## src/rtl/mc_pkg.sv

```systemverilog
// Shared types and encodings for the multicycle control unit.
package mc_pkg;

  typedef enum logic [3:0] {
    ST_FETCH  = 4'd0,
    ST_DECODE = 4'd1,
    ST_MEMADR = 4'd2,
    ST_MEMRD  = 4'd3,
    ST_MEMWB  = 4'd4,
    ST_MEMWR  = 4'd5,
    ST_EXEC   = 4'd6,
    ST_ALUWB  = 4'd7,
    ST_BRANCH = 4'd8,
    ST_ADDIEX = 4'd9,
    ST_ADDIWB = 4'd10,
    ST_JUMP   = 4'd11,
    ST_HALT   = 4'd12
  } state_t;

  localparam logic [2:0] OP_RTYPE = 3'b000;
  localparam logic [2:0] OP_LW    = 3'b001;
  localparam logic [2:0] OP_SW    = 3'b010;
  localparam logic [2:0] OP_BEQ   = 3'b011;
  localparam logic [2:0] OP_ADDI  = 3'b100;
  localparam logic [2:0] OP_J     = 3'b101;

  localparam logic [3:0] FN_ADD = 4'b0000;
  localparam logic [3:0] FN_SUB = 4'b0001;
  localparam logic [3:0] FN_AND = 4'b0010;
  localparam logic [3:0] FN_OR  = 4'b0011;
  localparam logic [3:0] FN_SLT = 4'b0100;

  localparam logic [2:0] ALU_AND = 3'b000;
  localparam logic [2:0] ALU_OR  = 3'b001;
  localparam logic [2:0] ALU_ADD = 3'b010;
  localparam logic [2:0] ALU_SUB = 3'b110;
  localparam logic [2:0] ALU_SLT = 3'b111;

  localparam logic [1:0] PCSRC_ALU    = 2'b00;
  localparam logic [1:0] PCSRC_ALUOUT = 2'b01;
  localparam logic [1:0] PCSRC_JUMP   = 2'b10;

  localparam logic [1:0] ALUB_REGB = 2'b00;
  localparam logic [1:0] ALUB_ONE  = 2'b01;
  localparam logic [1:0] ALUB_SEXT = 2'b10;
  localparam logic [1:0] ALUB_BOFF = 2'b11;

endpackage

```

## src/rtl/mc_aludec.sv

```systemverilog
// R-type function decoder: funct -> ALU operation, flags unsupported functs.
module mc_aludec
  import mc_pkg::*;
#(
  parameter int FNW = 4
) (
  input  logic [FNW-1:0] funct,
  output logic [2:0]     alucontrol,
  output logic           illegal
);

  // Table lookup; unknown functs fall back to ADD and raise illegal.
  always_comb begin
    alucontrol = ALU_ADD;
    illegal    = 1'b0;
    case (funct)
      FNW'(FN_ADD): alucontrol = ALU_ADD;
      FNW'(FN_SUB): alucontrol = ALU_SUB;
      FNW'(FN_AND): alucontrol = ALU_AND;
      FNW'(FN_OR):  alucontrol = ALU_OR;
      FNW'(FN_SLT): alucontrol = ALU_SLT;
      default:      illegal    = 1'b1;
    endcase
  end

endmodule

```

## src/rtl/mc_controller.sv

```systemverilog
// Multicycle control unit for a shared instruction/data memory datapath.
//
// state  | meaning
// FETCH  | read instruction at PC, PC <- PC+1 when memory ready
// DECODE | dispatch on opcode, precompute branch target
// MEMADR | compute load/store address
// MEMRD  | data read, wait for memory ready
// MEMWB  | write loaded data to rt
// MEMWR  | data write, wait for memory ready
// EXEC   | R-type ALU operation
// ALUWB  | write ALU result to rd
// BRANCH | compare operands, take branch on zero
// ADDIEX | register + immediate
// ADDIWB | write ADDI result to rt
// JUMP   | load jump target into PC
// HALT   | illegal encoding seen, parked until reset
module mc_controller
  import mc_pkg::*;
#(
  parameter int OPW = 3,
  parameter int FNW = 4
) (
  input  logic           clk,
  input  logic           reset,
  input  logic [OPW-1:0] opcode,
  input  logic [FNW-1:0] funct,
  input  logic           zero,
  input  logic           mem_ready,
  output logic           memread,
  output logic           memwrite,
  output logic           iord,
  output logic           irwrite,
  output logic           pcwrite,
  output logic [1:0]     pcsrc,
  output logic           alusrca,
  output logic [1:0]     alusrcb,
  output logic [2:0]     alucontrol,
  output logic           regdst,
  output logic           memtoreg,
  output logic           regwrite,
  output logic           halted,
  output logic [3:0]     state
);

  state_t     state_q, state_d;
  logic [2:0] fn_alucontrol;
  logic       fn_illegal;

  mc_aludec #(.FNW(FNW)) u_aludec (
    .funct      (funct),
    .alucontrol (fn_alucontrol),
    .illegal    (fn_illegal)
  );

  // State register; reset always lands in FETCH.
  always_ff @(posedge clk) begin
    if (reset) state_q <= ST_FETCH;
    else       state_q <= state_d;
  end

  // Next-state logic; memory states hold until mem_ready.
  always_comb begin
    state_d = state_q;
    case (state_q)
      ST_FETCH:  if (mem_ready) state_d = ST_DECODE;
      ST_DECODE: begin
        case (opcode)
          OPW'(OP_RTYPE): state_d = fn_illegal ? ST_HALT : ST_EXEC;
          OPW'(OP_LW):    state_d = ST_MEMADR;
          OPW'(OP_SW):    state_d = ST_MEMADR;
          OPW'(OP_BEQ):   state_d = ST_BRANCH;
          OPW'(OP_ADDI):  state_d = ST_ADDIEX;
          OPW'(OP_J):     state_d = ST_JUMP;
          default:        state_d = ST_HALT;
        endcase
      end
      ST_MEMADR: state_d = (opcode == OPW'(OP_LW)) ? ST_MEMRD : ST_MEMWR;
      ST_MEMRD:  if (mem_ready) state_d = ST_MEMWB;
      ST_MEMWB:  state_d = ST_FETCH;
      ST_MEMWR:  if (mem_ready) state_d = ST_FETCH;
      ST_EXEC:   state_d = ST_ALUWB;
      ST_ALUWB:  state_d = ST_FETCH;
      ST_BRANCH: state_d = ST_FETCH;
      ST_ADDIEX: state_d = ST_ADDIWB;
      ST_ADDIWB: state_d = ST_FETCH;
      ST_JUMP:   state_d = ST_FETCH;
      ST_HALT:   state_d = ST_HALT;
      default:   state_d = ST_FETCH;
    endcase
  end

  // Output decode; FETCH and BRANCH writes follow mem_ready / zero directly,
  // and reset masks every enable so an aborted instruction writes nothing.
  always_comb begin
    memread    = 1'b0;
    memwrite   = 1'b0;
    iord       = 1'b0;
    irwrite    = 1'b0;
    pcwrite    = 1'b0;
    pcsrc      = PCSRC_ALU;
    alusrca    = 1'b0;
    alusrcb    = ALUB_REGB;
    alucontrol = ALU_ADD;
    regdst     = 1'b0;
    memtoreg   = 1'b0;
    regwrite   = 1'b0;
    halted     = 1'b0;
    case (state_q)
      ST_FETCH: begin
        memread = 1'b1;
        alusrcb = ALUB_ONE;
        irwrite = mem_ready;
        pcwrite = mem_ready;
      end
      ST_DECODE: alusrcb = ALUB_BOFF;
      ST_MEMADR: begin
        alusrca = 1'b1;
        alusrcb = ALUB_SEXT;
      end
      ST_MEMRD: begin
        iord    = 1'b1;
        memread = 1'b1;
      end
      ST_MEMWB: begin
        memtoreg = 1'b1;
        regwrite = 1'b1;
      end
      ST_MEMWR: begin
        iord     = 1'b1;
        memwrite = 1'b1;
      end
      ST_EXEC: begin
        alusrca    = 1'b1;
        alusrcb    = ALUB_REGB;
        alucontrol = fn_alucontrol;
      end
      ST_ALUWB: begin
        regdst   = 1'b1;
        regwrite = 1'b1;
      end
      ST_BRANCH: begin
        alusrca    = 1'b1;
        alucontrol = ALU_SUB;
        pcsrc      = PCSRC_ALUOUT;
        pcwrite    = zero;
      end
      ST_ADDIEX: begin
        alusrca = 1'b1;
        alusrcb = ALUB_SEXT;
      end
      ST_ADDIWB: regwrite = 1'b1;
      ST_JUMP: begin
        pcsrc   = PCSRC_JUMP;
        pcwrite = 1'b1;
      end
      ST_HALT: halted = 1'b1;
      default: ;
    endcase
    if (reset) begin
      memread  = 1'b0;
      memwrite = 1'b0;
      irwrite  = 1'b0;
      pcwrite  = 1'b0;
      regwrite = 1'b0;
      halted   = 1'b0;
    end
  end

  assign state = state_q;

endmodule
```

## config.mk

```make
export PLATFORM = sky130hd
export DESIGN_NAME = mc_controller
export DESIGN_NICKNAME = d
export VERILOG_FILES = /design/src/rtl/mc_pkg.sv /design/src/rtl/mc_aludec.sv /design/src/rtl/mc_controller.sv
export SDC_FILE = /design/constraint.sdc
export NUM_CORES = 1
export LEC_CHECK = 0
export BUFFER_PORTS_ARGS = -buffer_cell sky130_fd_sc_hd__buf_2
export CAP_MARGIN = 20
export CORE_UTILIZATION = 44
export CTS_CLUSTER_DIAMETER = 80
export DETAILED_ROUTE_END_ITERATION = 8
export MAX_ROUTING_LAYER = met4
export PLACE_DENSITY_LB_ADDON = 0.25
export SYNTH_ARGS = -nofsm -noshare
export SYNTH_HDL_FRONTEND = slang
export SYNTH_HIERARCHICAL = 1
export SYNTH_SLANG_ARGS = --single-unit
```

## constraint.sdc

```tcl
create_clock -name clk -period 3.7 [get_ports clk]
set_clock_uncertainty 0.2 [all_clocks]
set_input_delay 0.74 -clock clk [delete_from_list [all_inputs] [get_ports clk]]
set_output_delay 0.74 -clock clk [all_outputs]
set_load 0.01 [all_outputs]
```

======== After elaboration in Yosys (flattened, before gate mapping) ========
Index checks and enable logic that the tools add are counted.
storage, ports and cells
  flip-flop bits (word level) ............. 4
  input bits .............................. 11
  output and inout bits ................... 21
  word-level logic and storage cells ...... 63
operators by class
  eq/ne operators ......................... 24
  mux-type cells .......................... 27
  reduce and logical (&&, ||, !) cells .... 11
operators by type and width
  operator              number
  $pmux W4 S8           1
  $eq A4 B3 Y1 const B  5
  $eq A4 B4 Y1 const B  5
  $pmux W4 S5           1
  $eq A4 B2 Y1 const B  4
  $mux W4               4
  $mux W1               15
  $pmux W3 S4           1
  $eq A4 B1 Y1 const B  2
  $logic_not A4 Y1      2
  $reduce_or A2 Y1      4
  $eq A3 B2 Y1 const B  2
  $eq A3 B3 Y1 const B  2
  $ne A2 B2 Y1 const B  3
  $pmux W2 S3           1
  $pmux W3 S2           1
  $reduce_or A5 Y1      1
  $pmux W2 S2           1
  $reduce_or A4 Y1      1
  $eq A3 B1 Y1 const B  1
  $logic_not A3 Y1      1
  $mux W3               1
  $pmux W1 S3           1
  $reduce_and A3 Y1     1
  $reduce_or A3 Y1      1

======== Longest topological paths before layout ========
  word-level depth ........................ 5
  gate-level depth with buffers ........... 6
  mapped depth without buffers ............ 6

======== By module ========
The synthesis kept the hierarchy.
by module, submodules not included
  module         instances  cells each  area an instance (µm²)  sequential area each (µm²)
  mc_controller  1          85          588.1                   80.1
  mc_aludec      1          9           57.6                    0.0

======== Worst setup path after synthesis ========
Ideal clock, no wire load.
  kind .................................... input -> output
  from .................................... input port funct[0]
  to ...................................... output port alucontrol[0]
  arrival ................................. 1.598 ns
  required time ........................... 2.760 ns
  path slack .............................. 1.162 ns
  cell stages on the path ................. 4
  path buffers ............................ 0
  cell sequence ........................... or3b_1 > a21oi_2 > inv_1 > nor3_1
on the way
  longest elaborated chain between the ends .. 3
  elaborated cells between the ends (all ways) .. 6
  classes of those cells .................. eq/ne: 4; mux: 2
RTL lines
  item                                  line                  source
  start: declaration                    mc_controller.sv:26   input logic [FNW-1:0] funct,
  $eq A4 B3 Y1 (tied with other cells)  mc_aludec.sv:16       case (funct)
  $pmux W3 S4 (*)                       mc_aludec.sv:16
  named net fn_alucontrol[0]            mc_controller.sv:46   logic [2:0] fn_alucontrol;
  $pmux W3 S2 (*)                       mc_controller.sv:108  case (state_q)
  end: declaration                      mc_controller.sv:37   output logic [2:0] alucontrol,
The timed path passes the listed nets; every way through them passes the cells marked *.

======== Worst setup path in the final report ========
Same ends and word-level chain as after synthesis.

==> results.cfg <==
[timing]
min_period_over_period = 0.732
period_needed_ns = 2.71
fmax_ghz = 0.369
rsz0062_at_grt = false
setup_viol = 0
fin_tns_setup_ns = 0
relSlewSlack = 0.546
finalHoldViolCount = 0
slew_viol_final = 0
layout_setup_ws_ns = 0.991
worstMarginPinSlew_ns = 0.680

[layout]
fin_nets = 133
drive_gt1_frac = 0.350
layout_commonest_cell = buf_2
largest_reg_flops = 4
diodes = 0
area_growth_pct = 20.2
fill_cells = 142
layout.cells.most_common_list = buf_2, nor2_1, nor3_1

[cts]
cts.clk_slew.worst_paths_ns = 0.04
cts_tree = yes
cts_resized = 0
cts_buffers = 3
htreeDepth = 1
cts_hold_buf = 0
cts-root-buf = clkbuf_4
cts_setup_buffers = 0
clk_latency_ns = 0.23
cts_buffer_depth = 2
clock-sinks = 4

[worst_setup_path]
end_kind = output pin
critical_path_required_ns = 2.76
ff2ff_path_depth = 4
start_kind = input port
reg2reg_slack_ns = 1.73
cp.arrival_ns = 1.77
crit_type = in -> out
worst-path-max-fanout = 4

[hold_path]
hold_depth = 1
hold_path.class = reg -> reg

[power]
power_w = 0.000210
leakagePower_nw = 0.348
peakVddDrop_mv = 0.0910
power.density_mw_per_mm2 = 271

[logic_synthesis]
ys_warn_count = 6
syn_area_per_cell_um2 = 6.87
postSynthCellCount = 94
seq_area_frac_synth = 0.124
synth-seq-cells = 4
synth_area_um2 = 646
synth_nets = 105
synth_cell_types = 39

[route]
vias_per_cell = 5.62
vias = 759
dr.first_iter.drc_count = 27
wl_um = 1710
drtPass1Iterations = 4
ant_nets = 0
avgRoutedWirePerCell_um = 12.6
drc_errors = 0

[die]
ioPinCount = 32
core_area_mm2 = 0.00133
placementRows = 13
fp.dieW_um = 40.3
die_y_um = 40.3
initial_core_util = 0.484
die_area_mm2 = 0.00162

[placed_design]
port_buffers = 31
dpl.hpwl_um = 1220
gp_congestion = 0.791
dp_slack_ns = 1.00

[grt]
grt_pass1_wl_um = 2480
grt_max_degree = 21
grt_usage = 0.224
grt_pass1_vias = 565
antenna_found_initial = 0
grt-ovfl-total = 0

[outcome]
status = finished clean

[flow_run]
cap_violations = 0
synthesized netlist by cell type:
cell | n | area (um2)
nor2b_1 | 1 | 6.26
nor3_1 | 10 | 50.1
a22oi_1 | 1 | 7.51
nor2_1 | 12 | 45.0
a2111oi_2 | 1 | 15.0
o211ai_1 | 1 | 7.51
buf_2 | 3 | 15.0
nand2b_4 | 1 | 13.8
buf_6 | 2 | 22.5
xnor2_1 | 2 | 17.5
a21boi_0 | 1 | 7.51
a221oi_2 | 1 | 15.0
and3_1 | 2 | 12.5
clkbuf_8 | 1 | 13.8
o21ai_2 | 1 | 8.76
or3_1 | 2 | 12.5
nand2b_1 | 7 | 43.8
a31oi_1 | 5 | 31.3
o21ai_0 | 3 | 15.0
inv_1 | 3 | 11.3
dfxtp_1 | 4 | 80.1
mux2i_1 | 1 | 10.0
xor2_1 | 1 | 8.76
a2111oi_0 | 1 | 8.76
a21oi_1 | 5 | 25.0
or2_1 | 2 | 12.5
nor3b_1 | 1 | 7.51
buf_4 | 2 | 15.0
a211oi_1 | 1 | 7.51
or3b_1 | 1 | 8.76
nand2_1 | 5 | 18.8
nand3_1 | 2 | 10.0
o221a_1 | 1 | 11.3
nand3b_1 | 1 | 7.51
and2b_2 | 1 | 8.76
o21ai_1 | 2 | 10.0
nand2b_2 | 1 | 8.76
or2_2 | 1 | 6.26
a21oi_2 | 1 | 8.76
per-layer routing:
layer | vias up | track usage | part of all wire
li1 | 390 | - | -
met1 | 337 | 0.299 | 0.45
met3 | 0 | 0 | 0.055
met2 | 32 | 0.379 | 0.50
met4 | 0 | 0.0500 | 0
met5 | - | - | 0
where the power goes:
part	leakage [nW]	switching [W]	internal (W)
clock network	0.0138	0.0000156	0.0000361
registers	0.0327	0.0000169	0.0000471
logic	0.301	0.0000515	0.0000425
final cells by class:
type / count / area, um2 / share of cell area
well taps: 15 / 18.8 / 0.0242
multi-input cells: 79 / 488 / 0.629
flip-flops and latches: 4 / 80.1 / 0.103
inverters: 3 / 11.3 / 0.0145
repair buffers: 31 / 155 / 0.200
clock buffers: 3 / 22.5 / 0.0290
cell families after synthesis:
logic type | count (synthesis) | share of synthesized area
DFF | 4 | 0.124
and+or+nand+nor | 50 | 0.422
buffers and inverters | 11 | 0.120
xor gates and xnor gates | 3 | 0.0407
AOI/OAI and AO/OA | 25 | 0.277
muxes | 1 | 0.0155
critical path, cell delays in order:
cell and delay [ns]:
buf_2 0.12, or3b_1 0.39, a21oi_2 0.15, inv_1 0.05, nor3_1 0.16, buf_2 0.15
path summary, 6_finish.rpt:
check,start,to
worst max-delay path,funct[0],alucontrol[0]
worst min-delay path,state[3]$_SDFFE_PP0P_,state[0]$_SDFFE_PP0P_
worst max register to register,state[1]$_SDFFE_PP0P_,state[1]$_SDFFE_PP0P_
worst min register to register,state[3]$_SDFFE_PP0P_,state[0]$_SDFFE_PP0P_
through the flow:
stage                     cell area (um2)  instances   util  hold WS [ns]
final                                 776        135  0.582         0.582
after CTS                             776        135  0.582         0.583
after global placement                753        132  0.565         0.552
after detailed placement              753        132  0.565         0.565
after floorplan                       646         94      -         0.537
after global routing                  776        135  0.582         0.637
Power figures use the tool's default switching activity.
